[src/rtl/mem_req_arbiter_pkg.sv]
// Shared definitions for the Memory150 request arbiter: DDR2 command encodings,
// FSM state encodings, the default burst length and requester indices.
package mem_req_arbiter_pkg;

    // Address-FIFO command encodings expected by the DDR2 controller.
    localparam logic [2:0] CmdWrite = 3'b000;
    localparam logic [2:0] CmdRead  = 3'b001;

    // Data beats per command: one DDR2 burst of 4 x 64b = 2 x 128b.
    localparam int unsigned BeatsDefault = 2;

    // Requester indices into the 2-bit request/grant vectors.
    localparam int unsigned ReqIc = 0;
    localparam int unsigned ReqDc = 1;

    typedef enum logic [2:0] {
        StIdle,
        StWrData,
        StIssueWr,
        StIssueRd,
        StWaitRd
    } arb_state_e;

endpackage

[src/rtl/mem_req_arbiter_if.sv]
// Bundle of every handshake/bus signal around the request arbiter.
//   Cache side : ic_req_*, ic_resp_*, dc_req_*, dc_wdata/wmask/wdata_*, dc_resp_*, resp_data
//   DDR2 side  : af_* (address FIFO), wdf_* (write-data FIFO), rdf_* (read-data FIFO)
//   init_done  : DDR2 calibration complete
// Modport slave is the arbiter's view; modport master is the view of the caches and
// DDR2 controller surrounding it.
interface mem_req_arbiter_if #(
    parameter int unsigned AddrW = 31,
    parameter int unsigned DataW = 128
);
    logic               init_done;
    logic               ic_req_valid;
    logic [AddrW-1:0]   ic_req_addr;
    logic               ic_req_ready;
    logic               ic_resp_valid;
    logic               ic_resp_last;
    logic               dc_req_valid;
    logic               dc_req_rnw;
    logic [AddrW-1:0]   dc_req_addr;
    logic               dc_req_ready;
    logic [DataW-1:0]   dc_wdata;
    logic [DataW/8-1:0] dc_wmask;
    logic               dc_wdata_valid;
    logic               dc_wdata_ready;
    logic               dc_resp_valid;
    logic               dc_resp_last;
    logic [DataW-1:0]   resp_data;
    logic               af_wr_en;
    logic [2:0]         af_cmd;
    logic [AddrW-1:0]   af_addr;
    logic               af_full;
    logic               wdf_wr_en;
    logic [DataW-1:0]   wdf_data;
    logic [DataW/8-1:0] wdf_mask;
    logic               wdf_full;
    logic               rdf_valid;
    logic [DataW-1:0]   rdf_data;

    modport slave (
        input  init_done, ic_req_valid, ic_req_addr, dc_req_valid, dc_req_rnw, dc_req_addr,
               dc_wdata, dc_wmask, dc_wdata_valid, af_full, wdf_full, rdf_valid, rdf_data,
        output ic_req_ready, ic_resp_valid, ic_resp_last, dc_req_ready, dc_wdata_ready,
               dc_resp_valid, dc_resp_last, resp_data, af_wr_en, af_cmd, af_addr,
               wdf_wr_en, wdf_data, wdf_mask
    );

    modport master (
        output init_done, ic_req_valid, ic_req_addr, dc_req_valid, dc_req_rnw, dc_req_addr,
               dc_wdata, dc_wmask, dc_wdata_valid, af_full, wdf_full, rdf_valid, rdf_data,
        input  ic_req_ready, ic_resp_valid, ic_resp_last, dc_req_ready, dc_wdata_ready,
               dc_resp_valid, dc_resp_last, resp_data, af_wr_en, af_cmd, af_addr,
               wdf_wr_en, wdf_data, wdf_mask
    );

endinterface

[src/rtl/mem_req_arbiter_rr_arb2.sv]
// Two-way round-robin grant with a last-grant register.
//   clk_i, rst_i : clock, synchronous active-high reset
//   en_i         : a grant may be issued this cycle
//   req_i[1:0]   : requests, index ReqIc / ReqDc
//   gnt_o[1:0]   : one-hot grant (combinational), all-zero when disabled or no request
module mem_req_arbiter_rr_arb2
    import mem_req_arbiter_pkg::*;
(
    input  logic       clk_i,
    input  logic       rst_i,
    input  logic       en_i,
    input  logic [1:0] req_i,
    output logic [1:0] gnt_o
);
    // 1 = dcache held the most recent grant.
    logic last_dc_q, last_dc_d;

    always_comb begin
        gnt_o = 2'b00;
        if (en_i) begin
            case (req_i)
                2'b01:   gnt_o = 2'b01;
                2'b10:   gnt_o = 2'b10;
                // Tie goes to whoever did not win last time.
                2'b11:   gnt_o = last_dc_q ? 2'b01 : 2'b10;
                default: gnt_o = 2'b00;
            endcase
        end
    end

    always_comb begin
        last_dc_d = last_dc_q;
        if (gnt_o[ReqDc]) begin
            last_dc_d = 1'b1;
        end else if (gnt_o[ReqIc]) begin
            last_dc_d = 1'b0;
        end
    end

    // Reset to "dcache last" so the icache wins the first tie.
    always_ff @(posedge clk_i) begin
        if (rst_i) begin
            last_dc_q <= 1'b1;
        end else begin
            last_dc_q <= last_dc_d;
        end
    end

endmodule

[src/rtl/mem_req_arbiter.sv]
// Shares the single DDR2 request path between the icache and dcache miss engines:
// round-robin arbitration, write-burst sequencing (data before command), read command
// issue and zero-latency routing of returned read beats to the granted cache.
//   clk_i : CPU clock
//   rst_i : synchronous active-high reset; also forces all outputs low while asserted
//   bus   : mem_req_arbiter_if.slave carrying all cache and DDR2 FIFO signals
//   Beats : data beats per command
module mem_req_arbiter
    import mem_req_arbiter_pkg::*;
#(
    parameter int unsigned Beats = BeatsDefault
) (
    input logic               clk_i,
    input logic               rst_i,
    mem_req_arbiter_if.slave  bus
);
    localparam int unsigned      CntW     = $clog2(Beats + 1);
    localparam logic [CntW-1:0] LastBeat = CntW'(Beats - 1);

    arb_state_e      state_q, state_d;
    logic [CntW-1:0] cnt_q, cnt_d;
    logic            gnt_dc_q, gnt_dc_d;
    logic            arb_en;
    logic [1:0]      gnt;
    logic            beat_last;

    assign arb_en    = !rst_i && (state_q == StIdle) && bus.init_done;
    assign beat_last = (cnt_q == LastBeat);

    mem_req_arbiter_rr_arb2 u_rr_arb2 (
        .clk_i (clk_i),
        .rst_i (rst_i),
        .en_i  (arb_en),
        .req_i ({bus.dc_req_valid, bus.ic_req_valid}),
        .gnt_o (gnt)
    );

    always_comb begin
        state_d            = state_q;
        cnt_d              = cnt_q;
        gnt_dc_d           = gnt_dc_q;
        bus.ic_req_ready   = 1'b0;
        bus.ic_resp_valid  = 1'b0;
        bus.ic_resp_last   = 1'b0;
        bus.dc_req_ready   = 1'b0;
        bus.dc_wdata_ready = 1'b0;
        bus.dc_resp_valid  = 1'b0;
        bus.dc_resp_last   = 1'b0;
        bus.resp_data      = '0;
        bus.af_wr_en       = 1'b0;
        bus.af_cmd         = '0;
        bus.af_addr        = '0;
        bus.wdf_wr_en      = 1'b0;
        bus.wdf_data       = '0;
        bus.wdf_mask       = '0;

        if (!rst_i) begin
            unique case (state_q)
                StIdle: begin
                    if (gnt != 2'b00) begin
                        gnt_dc_d = gnt[ReqDc];
                        state_d  = (gnt[ReqDc] && !bus.dc_req_rnw) ? StWrData : StIssueRd;
                    end
                end
                StWrData: begin
                    if (bus.dc_wdata_valid && !bus.wdf_full) begin
                        bus.wdf_wr_en      = 1'b1;
                        bus.wdf_data       = bus.dc_wdata;
                        bus.wdf_mask       = bus.dc_wmask;
                        bus.dc_wdata_ready = 1'b1;
                        if (beat_last) begin
                            cnt_d   = '0;
                            state_d = StIssueWr;
                        end else begin
                            cnt_d = cnt_q + CntW'(1);
                        end
                    end
                end
                StIssueWr: begin
                    if (!bus.af_full) begin
                        bus.af_wr_en     = 1'b1;
                        bus.af_cmd       = CmdWrite;
                        bus.af_addr      = bus.dc_req_addr;
                        bus.dc_req_ready = 1'b1;
                        state_d          = StIdle;
                    end
                end
                StIssueRd: begin
                    if (!bus.af_full) begin
                        bus.af_wr_en     = 1'b1;
                        bus.af_cmd       = CmdRead;
                        bus.af_addr      = gnt_dc_q ? bus.dc_req_addr : bus.ic_req_addr;
                        bus.dc_req_ready = gnt_dc_q;
                        bus.ic_req_ready = !gnt_dc_q;
                        state_d          = StWaitRd;
                    end
                end
                StWaitRd: begin
                    // Beats go straight through; the read FIFO cannot be stalled.
                    if (bus.rdf_valid) begin
                        bus.resp_data     = bus.rdf_data;
                        bus.dc_resp_valid = gnt_dc_q;
                        bus.dc_resp_last  = gnt_dc_q && beat_last;
                        bus.ic_resp_valid = !gnt_dc_q;
                        bus.ic_resp_last  = !gnt_dc_q && beat_last;
                        if (beat_last) begin
                            cnt_d   = '0;
                            state_d = StIdle;
                        end else begin
                            cnt_d = cnt_q + CntW'(1);
                        end
                    end
                end
                default: state_d = StIdle;
            endcase
        end
    end

    always_ff @(posedge clk_i) begin
        if (rst_i) begin
            state_q  <= StIdle;
            cnt_q    <= '0;
            gnt_dc_q <= 1'b0;
        end else begin
            state_q  <= state_d;
            cnt_q    <= cnt_d;
            gnt_dc_q <= gnt_dc_d;
        end
    end

endmodule

[src/flat_wrapper.sv]
// flat-port wrapper written by rule: the top's interface ports become plain ports
module mem_req_arbiter_flat import mem_req_arbiter_pkg::*;
#(
    parameter int unsigned Beats = BeatsDefault
)
  (clk_i, rst_i, bus_init_done, bus_ic_req_valid, bus_ic_req_addr, bus_dc_req_valid, bus_dc_req_rnw, bus_dc_req_addr, bus_dc_wdata, bus_dc_wmask, bus_dc_wdata_valid, bus_af_full, bus_wdf_full, bus_rdf_valid, bus_rdf_data, bus_ic_req_ready, bus_ic_resp_valid, bus_ic_resp_last, bus_dc_req_ready, bus_dc_wdata_ready, bus_dc_resp_valid, bus_dc_resp_last, bus_resp_data, bus_af_wr_en, bus_af_cmd, bus_af_addr, bus_wdf_wr_en, bus_wdf_data, bus_wdf_mask);
  mem_req_arbiter_if #(.AddrW((31)), .DataW((128))) bus_i ();
  input logic clk_i;
  input logic rst_i;
  input wire logic [$bits(bus_i.init_done)-1:0] bus_init_done;
  input wire logic [$bits(bus_i.ic_req_valid)-1:0] bus_ic_req_valid;
  input wire logic [$bits(bus_i.ic_req_addr)-1:0] bus_ic_req_addr;
  input wire logic [$bits(bus_i.dc_req_valid)-1:0] bus_dc_req_valid;
  input wire logic [$bits(bus_i.dc_req_rnw)-1:0] bus_dc_req_rnw;
  input wire logic [$bits(bus_i.dc_req_addr)-1:0] bus_dc_req_addr;
  input wire logic [$bits(bus_i.dc_wdata)-1:0] bus_dc_wdata;
  input wire logic [$bits(bus_i.dc_wmask)-1:0] bus_dc_wmask;
  input wire logic [$bits(bus_i.dc_wdata_valid)-1:0] bus_dc_wdata_valid;
  input wire logic [$bits(bus_i.af_full)-1:0] bus_af_full;
  input wire logic [$bits(bus_i.wdf_full)-1:0] bus_wdf_full;
  input wire logic [$bits(bus_i.rdf_valid)-1:0] bus_rdf_valid;
  input wire logic [$bits(bus_i.rdf_data)-1:0] bus_rdf_data;
  output wire logic [$bits(bus_i.ic_req_ready)-1:0] bus_ic_req_ready;
  output wire logic [$bits(bus_i.ic_resp_valid)-1:0] bus_ic_resp_valid;
  output wire logic [$bits(bus_i.ic_resp_last)-1:0] bus_ic_resp_last;
  output wire logic [$bits(bus_i.dc_req_ready)-1:0] bus_dc_req_ready;
  output wire logic [$bits(bus_i.dc_wdata_ready)-1:0] bus_dc_wdata_ready;
  output wire logic [$bits(bus_i.dc_resp_valid)-1:0] bus_dc_resp_valid;
  output wire logic [$bits(bus_i.dc_resp_last)-1:0] bus_dc_resp_last;
  output wire logic [$bits(bus_i.resp_data)-1:0] bus_resp_data;
  output wire logic [$bits(bus_i.af_wr_en)-1:0] bus_af_wr_en;
  output wire logic [$bits(bus_i.af_cmd)-1:0] bus_af_cmd;
  output wire logic [$bits(bus_i.af_addr)-1:0] bus_af_addr;
  output wire logic [$bits(bus_i.wdf_wr_en)-1:0] bus_wdf_wr_en;
  output wire logic [$bits(bus_i.wdf_data)-1:0] bus_wdf_data;
  output wire logic [$bits(bus_i.wdf_mask)-1:0] bus_wdf_mask;
  assign bus_i.init_done = bus_init_done;
  assign bus_i.ic_req_valid = bus_ic_req_valid;
  assign bus_i.ic_req_addr = bus_ic_req_addr;
  assign bus_i.dc_req_valid = bus_dc_req_valid;
  assign bus_i.dc_req_rnw = bus_dc_req_rnw;
  assign bus_i.dc_req_addr = bus_dc_req_addr;
  assign bus_i.dc_wdata = bus_dc_wdata;
  assign bus_i.dc_wmask = bus_dc_wmask;
  assign bus_i.dc_wdata_valid = bus_dc_wdata_valid;
  assign bus_i.af_full = bus_af_full;
  assign bus_i.wdf_full = bus_wdf_full;
  assign bus_i.rdf_valid = bus_rdf_valid;
  assign bus_i.rdf_data = bus_rdf_data;
  assign bus_ic_req_ready = bus_i.ic_req_ready;
  assign bus_ic_resp_valid = bus_i.ic_resp_valid;
  assign bus_ic_resp_last = bus_i.ic_resp_last;
  assign bus_dc_req_ready = bus_i.dc_req_ready;
  assign bus_dc_wdata_ready = bus_i.dc_wdata_ready;
  assign bus_dc_resp_valid = bus_i.dc_resp_valid;
  assign bus_dc_resp_last = bus_i.dc_resp_last;
  assign bus_resp_data = bus_i.resp_data;
  assign bus_af_wr_en = bus_i.af_wr_en;
  assign bus_af_cmd = bus_i.af_cmd;
  assign bus_af_addr = bus_i.af_addr;
  assign bus_wdf_wr_en = bus_i.wdf_wr_en;
  assign bus_wdf_data = bus_i.wdf_data;
  assign bus_wdf_mask = bus_i.wdf_mask;
  mem_req_arbiter #(.Beats(Beats)) u_core (.clk_i(clk_i), .rst_i(rst_i), .bus(bus_i));
endmodule
[config.mk]
export PLATFORM = sky130hd
export DESIGN_NAME = mem_req_arbiter_flat
export DESIGN_NICKNAME = d
export VERILOG_FILES = /design/src/rtl/mem_req_arbiter_pkg.sv /design/src/rtl/mem_req_arbiter_if.sv /design/src/rtl/mem_req_arbiter_rr_arb2.sv /design/src/rtl/mem_req_arbiter.sv /design/src/flat_wrapper.sv
export SDC_FILE = /design/constraint.sdc
export NUM_CORES = 1
export LEC_CHECK = 0
export ABC_AREA = 1
export BUFFER_PORTS_ARGS = -buffer_cell sky130_fd_sc_hd__buf_2
export CORE_AREA = 2 2 253 255
export CTS_BUF_LIST = sky130_fd_sc_hd__clkbuf_8
export DETAILED_ROUTE_END_ITERATION = 7
export DIE_AREA = 0 0 255 257
export REMOVE_ABC_BUFFERS = 1
export SLEW_MARGIN = 20
export SYNTH_ARGS = -nofsm -noshare
export SYNTH_HDL_FRONTEND = slang
export SYNTH_SLANG_ARGS = --single-unit
export TNS_END_PERCENT = 30
[constraint.sdc]
create_clock -name clk_i -period 1.5 [get_ports clk_i]
set_clock_uncertainty 0.1 [all_clocks]
set_input_delay 0.075 -clock clk_i [delete_from_list [all_inputs] [get_ports clk_i]]
set_output_delay 0.075 -clock clk_i [all_outputs]
set_load 0.02 [all_outputs]
[Yosys cells after proc, flatten, opt, wreduce, memory -nomap -nowiden]
Index checks and enable logic that the tools add are counted.
Word-level totals
  input port bits: 344
  word-level logic and storage cells: 95
  output and inout bits: 315
  bits in registers: 7
Operators by class
  $add $sub $neg: 1
  multiplexer cells: 57
  reduce and logical (&&, ||, !) cells: 18
  equality and inequality tests: 15
Operators with widths (count)
  128-bit 2-to-1 mux: 6
  31-bit 2-to-1 mux: 4
  31-bit one-hot mux with 2 select lines: 1
  16-bit 2-to-1 mux: 3
  3-bit 2-to-1 mux: 9
  1-bit 2-to-1 mux: 24
  3-bit one-hot mux with 5 select lines: 1
  2-bit 2-to-1 mux: 6
  2-bit != test (second input constant): 4
  7-bit AND reduction: 1
  3-bit by 2-bit == test with 1-bit output (second input constant): 2
  1-bit logical AND: 6
  2-bit by 1-bit != test with 1-bit output (second input constant): 3
  2-bit one-hot mux with 3 select lines: 1
  2-bit by 1-bit == test with 1-bit output (second input constant): 2
  2-bit == test (second input constant): 2
  1-bit zero test: 4
  2-bit one-hot mux with 2 select lines: 1
  2-bit nonzero test: 2
  2-bit OR reduction: 2
  3-bit by 1-bit == test with 1-bit output (second input constant): 1
  3-bit == test (second input constant): 1
  3-bit zero test: 1
  3-bit AND reduction: 1
  3 further kinds: 3

[Depth between registers and ports, before layout]
  depth in word-level cells: 8
  mapped depth: 9
  gate-level depth less buffers: 9

[By module]
Synthesis repeated with hierarchy kept, for this count alone.
Unflattened totals
  cell total of the unflattened synthesis: 654
  area total of the unflattened synthesis: 3301.9 sq um
By module, submodules not included
  mem_req_arbiter: sequential area each 120.1 sq um, cells each 642, area an instance 3230.6 sq um, instances 1
  mem_req_arbiter_rr_arb2: sequential area each 20.0 sq um, cells each 12, area an instance 71.3 sq um, instances 1

[Worst setup path after synthesis]
Ideal clock, no wire load.
  kind: reg-to-output
  from: register u_core.state_q[2]
  to: output bus_wdf_data[102]
  data required time: 1.325 ns
  buffers on the path: 2
  arrival: 1.666 ns
  setup slack: -0.341 ns
  stages on the path, launching flop included: 8
  cell sequence: dfxtp_1 inv_2 nand3_1 nor3_2 inv_2 buf_6 buf_2 nor2_1
On the way
  longest elaborated chain between the ends: 3
RTL lines
  start, declared: line mem_req_arbiter.sv:20  | arb_state_e state_q, state_d;
  start signal, assigned: line mem_req_arbiter.sv:121  | state_q <= StIdle;
  start signal, assigned: line mem_req_arbiter.sv:125  | state_q <= state_d;
  3-bit by 1-bit == test with 1-bit output: line mem_req_arbiter.sv:58  | unique case (state_q)
  128-bit 2-to-1 mux: line mem_req_arbiter.sv:58
  128-bit 2-to-1 mux: line mem_req_arbiter.sv:57  | if (!rst_i) begin
  end, declared: line flat_wrapper.sv:35  | output wire logic [$bits(bus_i.wdf_data)-1:0] bus_wdf_data;
Every way passes these cells.

[Worst setup path after layout]
  from: register u_core.state_q[2]
  to: output bus_af_addr[20]
On the way
  longest elaborated chain between the ends: 3
  elaborated cells on any way between the ends: 4
  those cells by class: eq/ne (2); mux (2)
RTL lines
  3-bit by 2-bit == test with 1-bit output: line mem_req_arbiter.sv:58
  31-bit one-hot mux with 2 select lines (*): line mem_req_arbiter.sv:58
  31-bit 2-to-1 mux (*): line mem_req_arbiter.sv:57
  end, declared: line flat_wrapper.sv:33  | output wire logic [$bits(bus_i.af_addr)-1:0] bus_af_addr;
Every way passes the cells marked *; elsewhere a longest branch is shown, timed or not.

==> impl_metrics.sql <==
INSERT INTO impl_metrics (metric_group, metric, value, unit) VALUES
('place', 'post_dp_cell_area', '0.00806', 'mm²'),
('route', 'initialDrtViolationCount', '288', ''),
('final_layout', 'fin_area', '0.0106', 'mm²'),
('clock_tree', 'path_clk_slew', '40', 'ps'),
('timing', 'final_hold_viol_count', '0', ''),
('timing', 'hold-worst-slack', '139', 'ps'),
('place', 'preCtsSetupSlack', '-395', 'ps'),
('final_layout', 'areaGrowthSynthToFinish', '234', '%'),
('timing', 'finalWorstSetupSlack', '-422', 'ps'),
('power', 'power.share.sequential', '8.6', '%'),
('timing', 'period_share', '128', '%'),
('worst_setup_path', 'regToRegStartpoint', 'u_core.state_q[1]', ''),
('hold_path', 'hp-start', 'bus_dc_req_rnw', ''),
('place', 'port_buffers', '656', ''),
('worst_setup_path', 'r2r_setup_slack', '-140', 'ps'),
('clock_tree', 'htree_num_levels', '1', ''),
('clock_tree', 'clockRootBuffer', 'clkbuf_8', ''),
('worst_setup_path', 'worst_ep_arrival_time', '1750', 'ps'),
('worst_setup_path', 'setup.worst_path.class', 'register to output pin', ''),
('global_route', 'global_route.usage.total', '9.78', '%'),
('worst_setup_path', 'worst-r2r-cell-count', '11', ''),
('timing', 'final.setup.tns', '-91540', 'ps'),
('worst_setup_path', 'cp_cell_sequence', 'inv_4, nand2_4, a211oi_4, buf_4, buf_12, nand2_2, a21oi_2, buf_4, buf_4', ''),
('route', 'route.antenna.remaining_nets', '0', ''),
('global_route', 'antenna_found_initial', '27', ''),
('final_layout', 'most_common_cell_after_layout_fill_and_taps_aside', 'buf_2', ''),
('floorplanning', 'fp.coreArea', '0.0627', 'mm²'),
('power', 'power.density', '289', 'mW/mm²'),
('route', 'avgRoutedWirePerCell', '16.7', 'µm'),
('place', 'hpwlAfterDp', '30300', 'µm'),
('clock_tree', 'clock_latency', '230', 'ps'),
('hold_path', 'hold_class', 'input pin to register', ''),
('timing', 'finalMaxSlewViolations', '0', ''),
('worst_setup_path', 'worst_path_largest_cell_delay', '330', 'ps'),
('worst_setup_path', 'critical_path.startpoint_type', 'register', ''),
('clock_tree', 'holdBufCountCts', '0', ''),
('global_route', 'grt_first_pass_wirelength', '46000', 'µm'),
('power', 'swShare', '47.8', '%'),
('power', 'power.static_leakage', '5.51', 'nW'),
('logic_synthesis', 'avgSynthCellArea', '4.92', 'µm²'),
('timing', 'period_needed', '1920', 'ps'),
('route', 'viasPerCell', '3.20', ''),
('logic_synthesis', 'synthDistinctLibCells', '21', ''),
('place', 'routabilityCongestion', '0.879', ''),
('power', 'comb_power_share', '82.5', '%'),
('global_route', 'grt_pass1_vias', '6862', ''),
('logic_synthesis', 'post_synthesis_sequential_area_ratio', '4.43', '%'),
('final_layout', 'seqCellArea', '150', 'µm²'),
('outcome', 'failed_checks', 'setup timing', ''),
('clock_tree', 'cts_inserted_buffers', '3', ''),
('final_layout', 'number_of_fillers_in_the_final_layout', '7045', ''),
('floorplanning', 'starting_density_of_the_core', '5.05', '%'),
('worst_setup_path', 'worst-endpoint-required', '1320', 'ps'),
('worst_setup_path', 'worst_setup_path_end_kind', 'output pin', ''),
('logic_synthesis', 'post_synth_instance_area', '0.00317', 'mm²'),
('worst_setup_path', 'reg2reg_to', 'u_core.state_q[1]', ''),
('outcome', 'outcome', 'finished with violations', ''),
('floorplanning', 'die_area', '0.0655', 'mm²'),
('logic_synthesis', 'post_synth_inst_count', '644', ''),
('route', 'drt-pass1-iter-count', '5', ''),
('logic_synthesis', 'synth.ff_latch_count', '7', ''),
('worst_setup_path', 'cp_max_fo', '6', ''),
('final_layout', 'layout_common_cells', 'buf_2, buf_4, inv_1, buf_6, nor3b_1', ''),
('run', 'max_cap_viol', '0', ''),
('floorplanning', 'ioPinCount', '659', ''),
('worst_setup_path', 'critical-path-top-cell-by-count', 'buf_4', ''),
('clock_tree', 'tritoncts_clock_tree', 'done', ''),
('power', 'total_switching_power', '1.46', 'mW'),
('route', 'wl', '37000', 'µm'),
('hold_path', 'worst_hold_path.num_cells', '5', ''),
('timing', 'setup_viol', '314', '');
## worst max-delay path: cells and delay by family (launching register included)
kind                   cells  cell delay, ps
and+or+nand+nor            2             150
buffers and inverters      5             650
AOI/OAI and AO/OA          2             380
DFF                        1             330
## power groups by stage
stage	clock network, mW	logic [mW]	registers, mW
after floorplan	0	0.703	0.236
after global placement	0	1.85	0.237
after detailed placement	0	1.85	0.238
after CTS	0.276	2.27	0.247
after global routing	0.286	2.69	0.265
final	0.270	2.51	0.263
## synth_stat cells
cell type    n
or2_2        1
nor3_2       1
buf_4        7
nor3_1       3
nand3_1      7
buf_2       22
dfxtp_1      7
a21oi_1     37
a211oi_2     1
inv_2        2
nor3b_1    128
conb_1       1
nand2_1     80
buf_6        1
nor2_1     157
nor4_1       2
nand3b_1     2
o21ai_1      1
o21ai_0      2
inv_1      156
clkbuf_1    26
## stage by stage
| step | utilization, % | cells | total power [mW] |
|---|---|---|---|
| 2_1_floorplan | - | 589 | 0.939 |
| 3_3_place_gp | 12.9 | 2180 | 2.08 |
| 3_5_place_dp | 12.9 | 2180 | 2.09 |
| 4_1_cts | 14.6 | 2200 | 2.79 |
| 5_1_grt | 16.8 | 2215 | 3.24 |
| 6_report | 16.8 | 2218 | 3.05 |
## cell families after synthesis
kind of cell	share of synthesized area (%)
AOI/OAI and AO/OA	6.72
buffers and inverters	27.3
DFF	4.43
other	0.118
and+or+nand+nor	61.4
## metal layers
layer	global-route usage (%)	up-vias	part of all wire, %
li1	-	3358	-
met2	17.8	456	49
met5	0	-	0.27
met1	11.3	3200	38
met4	2.71	16	3.8
met3	2.25	69	9.0
## worst max-delay path by stage
stage,start,to,slack (ps),depth (start not counted)
final,u_core.state_q[2],bus_af_addr[20],-420,9
after global placement,u_core.state_q[1],bus_wdf_data[55],-360,8
after global routing,u_core.state_q[2],bus_af_addr[26],-510,9
after floorplan,u_core.state_q[0],bus_dc_resp_last,-2140,3
after detailed placement,u_core.state_q[1],bus_wdf_data[55],-400,8
after CTS,u_core.state_q[1],bus_wdf_data[117],-390,9
## area by class of cell
cell class	count	share of cell area (%)
inverters	158	5.69
well taps	846	10.0
clock buffers	3	0.391
repair buffers	770	51.4
diodes	9	0.213
flip-flops and latches	7	1.42
clock inverters	1	0.0474
multi-input cells	424	30.8
## sequential cells by signal (all words and copies together) (netlist names)
signal,count
u_core.u_rr_arb2.last_dc_q,1
u_core.cnt_q,2
u_core.state_q,3
u_core.gnt_dc_q,1
## repair_timing
action,CTS,global route
endpoints found under the setup margin,315,316
cloned,4,7
buffers inserted,14,3
resized for setup,285,347
pin swaps,14,16
Note: power is estimated with default switching activity, not from simulation.
